$ cat src/rtl/distance_table_rom.sv
// distance_table_rom
// Registered lookup of the scaled Manhattan distance between two cities of
// the route solver. City coordinates come from a closed-form generator, so
// the "ROM" is evaluated combinationally from the address and registered.
// That gives a 1-cycle read latency with one result per clock.

module distance_table_rom #(
    parameter int ADDR_W = 10,
    parameter int DATA_W = 9,
    parameter int SCALE  = 8
) (
    input  logic              clk,
    input  logic              rst_n,
    input  logic [ADDR_W-1:0] addr,
    output logic [DATA_W-1:0] dout
);

    // Each address field selects one 5-bit city index.
    localparam int CITY_W = ADDR_W / 2;
    // SCALE is a power of two, so the multiply reduces to a left shift.
    localparam int SHIFT  = $clog2(SCALE);

    logic [CITY_W-1:0] city  [2];
    logic [CITY_W-1:0] x_pos [2];
    logic [CITY_W-1:0] y_pos [2];

    logic [CITY_W-1:0] dx;
    logic [CITY_W-1:0] dy;
    logic [CITY_W:0]   manhattan;
    logic [DATA_W-1:0] manhattan_ext;
    logic [DATA_W-1:0] dout_next;

    // Coordinate generators, one per address field. The 5-bit arithmetic
    // wraps naturally, which implements the mod-32 reduction.
    genvar gi;
    generate
        for (gi = 0; gi < 2; gi++) begin : g_city
            assign city[gi]  = addr[gi*CITY_W +: CITY_W];
            assign x_pos[gi] = CITY_W'(city[gi] * CITY_W'(11) + CITY_W'(3));
            assign y_pos[gi] = CITY_W'(city[gi] * CITY_W'(19) + CITY_W'(5));
        end
    endgenerate

    // Absolute differences and the scaled sum. Taking the absolute value
    // makes the result symmetric in the two fields, so the swapped
    // addresses need no special handling.
    always_comb begin
        dx            = (x_pos[1] >= x_pos[0]) ? (x_pos[1] - x_pos[0]) : (x_pos[0] - x_pos[1]);
        dy            = (y_pos[1] >= y_pos[0]) ? (y_pos[1] - y_pos[0]) : (y_pos[0] - y_pos[1]);
        manhattan     = {1'b0, dx} + {1'b0, dy};
        manhattan_ext = DATA_W'(manhattan);
        dout_next     = manhattan_ext << SHIFT;
    end

    // Output register: it clears on a synchronous reset and otherwise
    // loads the distance for the address present at each edge.
    always_ff @(posedge clk) begin
        if (!rst_n) begin
            dout <= '0;
        end else begin
            dout <= dout_next;
        end
    end

endmodule

$ cat config.mk
export PLATFORM = sky130hd
export DESIGN_NAME = distance_table_rom
export DESIGN_NICKNAME = d
export VERILOG_FILES = /design/src/rtl/distance_table_rom.sv
export SDC_FILE = /design/constraint.sdc
export NUM_CORES = 1
export LEC_CHECK = 0
export CAP_MARGIN = 20
export CELL_PAD_IN_SITES_DETAIL_PLACEMENT = 1
export CELL_PAD_IN_SITES_GLOBAL_PLACEMENT = 1
export CORE_UTILIZATION = 39
export DETAILED_ROUTE_END_ITERATION = 10
export PLACE_DENSITY = 0.88
export SLEW_MARGIN = 20
export SYNTH_ARGS = -nofsm -noshare
export SYNTH_HDL_FRONTEND = slang
export SYNTH_SLANG_ARGS = --single-unit
$ cat constraint.sdc
create_clock -name clk -period 4.3 [get_ports clk]
set_input_delay 0.86 -clock clk [delete_from_list [all_inputs] [get_ports clk]]
set_output_delay 0.86 -clock clk [all_outputs]
set_load 0.01 [all_outputs]
==> impl_metrics.tcl <==
set metrics [dict create \
    synth_area_per_cell_sq_um 8.50 \
    antenna_found_initial 0 \
    yosysUniqueCellTypes 33 \
    post-route-cell-area_sq_um 2630 \
    cpMaxStageDelayCell "fa_2" \
    grt_pass1_wl_mm 8.78 \
    status "finished with violations" \
    end_kind "flip-flop" \
    synthTopCellsByArea "ha_1, xnor2_1, fa_1" \
    power_leakage_nw 1.30 \
    regMostFlops "dout" \
    slew_viol_final 0 \
    holdWs_ns 1.33 \
    clock-root-buffer "clkbuf_8" \
    finalWirelength_mm 5.83 \
    worstPathArrival_ns 4.55 \
    synth_cells 202 \
    critPathMaxFanout 4 \
    synth_area_sq_um 1720 \
    fmaxAchievable_mhz 225 \
    core_area_sq_um 4120 \
    violations "negative setup slack" \
    fin_crit_ns 4.45 \
    required_ns 4.41 \
    start_util_pct 41.7 \
    synth_top_area_share_pct 32.0 \
    startpoint_type "input pin" \
    crit_type "in -> reg" \
    ys_seq_area_share_pct 5.83 \
    drc 0 \
    synth_largest_area_cell "ha_1" \
    fillers 482 \
    cts_buffers 3 \
    cp_slowest_stage_delay_ns 0.35 \
    fin_ws_ns -0.145 \
    h-tree-depth 1 \
    irDropWorstVdd_uv 284 \
    portBuffers 16 \
    hp-class "in -> reg" \
    grt_usage_pct 25.8 \
    largest_reg_flops 5 \
    drt-wirelength-per-cell_um 17.9 \
    layout_commonest_cell "buf_4" \
    grt.overflow.total 0 \
    diodes 0 \
    via_count 1693 \
    synth_seq_cells 5 \
    drtPass1Iterations 4 \
    postRouteAntennaNets 0 \
    place_hpwl_mm 4.30 \
    final_cell_mix "buf_4, ha_1, inv_1" \
    via_per_inst 5.21 \
    stdcell_count 325 \
    crit_path_cell_trace "buf_8 > ha_4 > inv_4 > ha_4 > ha_4 > inv_2 > fa_2 > xnor2_2 > xnor2_1 > xnor2_1 > ha_1 > buf_4 > buf_4 > a21oi_1 > nor2_1 > a311oi_1 > a21o_1 > ha_1 > a21oi_2 > xnor2_1 > and2_1" \
    grt_max_degree 9 \
    p_per_area_nw_per_um2 693 \
    ctsHoldBuffers 0 \
    finalCritPeriodShare_pct 103 \
    rsz0062_at_grt "yes" \
    pin_count 21 \
    tritoncts "built" \
    clk_path_buf_depth 2 \
    grt_pass1_vias 1915 \
    dieWidth_um 68.4 \
    layout-drive-gt1-share_pct 37.5 \
    cap_violations 0 \
    post-route-util_pct 64.0 \
    area_growth_pct 53.3 \
    place_inst 315 \
    clk_transition_reported_paths_ns 0.03 \
    postPlaceCellArea_sq_um 2370 \
    die_area_sq_um 4670 \
    die_h_um 68.4 \
    first_iter_violations 40 \
    gp_congestion 0.762 \
    cts_sinks 5 \
    num_rows 23 \
    setup_viol 3 \
    yosys_warnings 0 \
    largestRegisters "dout (5)" \
    hold_viol_final 0 \
    nets 339 \
]
[path summary, 6_finish.rpt]
kind                start            endpoint  slack (ns)  cells past startpoint
setup / recovery  addr[6]  dout[7]$_SDFF_PN0_       -0.15                     21
hold / removal      rst_n  dout[8]$_SDFF_PN0_        1.33                      3
[Yosys cell counts]
cell      instances
o21bai_1          1
a31o_1            1
nor2_1            8
inv_1            28
a221o_1           1
a41o_1            1
xor2_1            8
nor2b_1           8
conb_1            1
mux2i_1           7
clkbuf_1          1
nand2b_1          4
xnor2_1          27
buf_4             4
fa_1              7
o211ai_1          1
mux2_2            1
a311oi_1          1
a211oi_1          1
buf_2             1
a21o_1            3
o21a_1            1
nand3_1           1
ha_1             44
nand3b_1          1
and2_1            3
a21oi_1          15
dfxtp_1           5
a21oi_2           1
o21ai_0          10
nand2_1           3
nand4_1           2
o31ai_1           1
[area by class of cell]
class | instances | area, sq um | area share [%]
Timing Repair Buffer | 72 | 571 | 21.7
Tap cell | 50 | 62.6 | 2.38
Multi-Input combinational cell | 166 | 1750 | 66.4
Clock buffer | 4 | 45.0 | 1.71
Inverter | 28 | 108 | 4.09
Sequential cell | 5 | 100 | 3.80
[worst max-delay path: cells and delay by family]
family | cells | cell delay (ns)
adder cells (fa/ha/maj) | 6 | 1.59
XOR/XNOR | 4 | 0.59
AO/OA/AOI/OAI | 4 | 0.82
buffers and inverters | 5 | 0.47
AND/OR/NAND/NOR | 2 | 0.21
[stage by stage]
step                setup WS [ns]  setup TNS (ns)  power (mW)
finish                     -0.145          -0.406        1.83
floorplan                 -0.0122         -0.0122        1.01
detailed placement         -0.902           -3.83        1.48
CTS                        -0.114          -0.312        1.65
global placement           -0.675           -2.85        1.38
global route               -0.309           -1.01        1.99
[timing repair]
| item | in CTS | in global routing |
|---|---|---|
| gates resized for setup | 42 | 21 |
| pin swaps | 30 | 17 |
| setup endpoints to repair | 5 | 5 |
| setup buffers | 5 | 2 |
[logic make-up (layout without fill, tap and decap cells)]
logic type | after synthesis | after routing | share of synthesized area (%)
fa+ha+maj | 51 | 51 | 40.2
compound gates | 38 | 38 | 13.5
xor+xnor | 35 | 35 | 17.8
buf+inv | 34 | 104 | 8.38
simple gates | 30 | 30 | 9.32
mux | 8 | 8 | 4.73
flops | 5 | 5 | 5.83
other cells | 1 | 4 | 0.218
[power by group]
part           leakage, nW  switching, mW  internal, mW
clock network       0.0228         0.0213        0.0635
logic                 1.23          0.792         0.873
registers           0.0416        0.00380        0.0730
total                 1.30          0.817          1.01
[layer usage]
layer	GRT usage, %	up-vias	routed length, um
li1	-	809	-
met1	24.7	823	2160
met3	1.83	20	155
met4	13.8	0	277
met5	0	-	0
met2	52.8	41	3240
No activity file was read; power rests on OpenSTA's default activity.
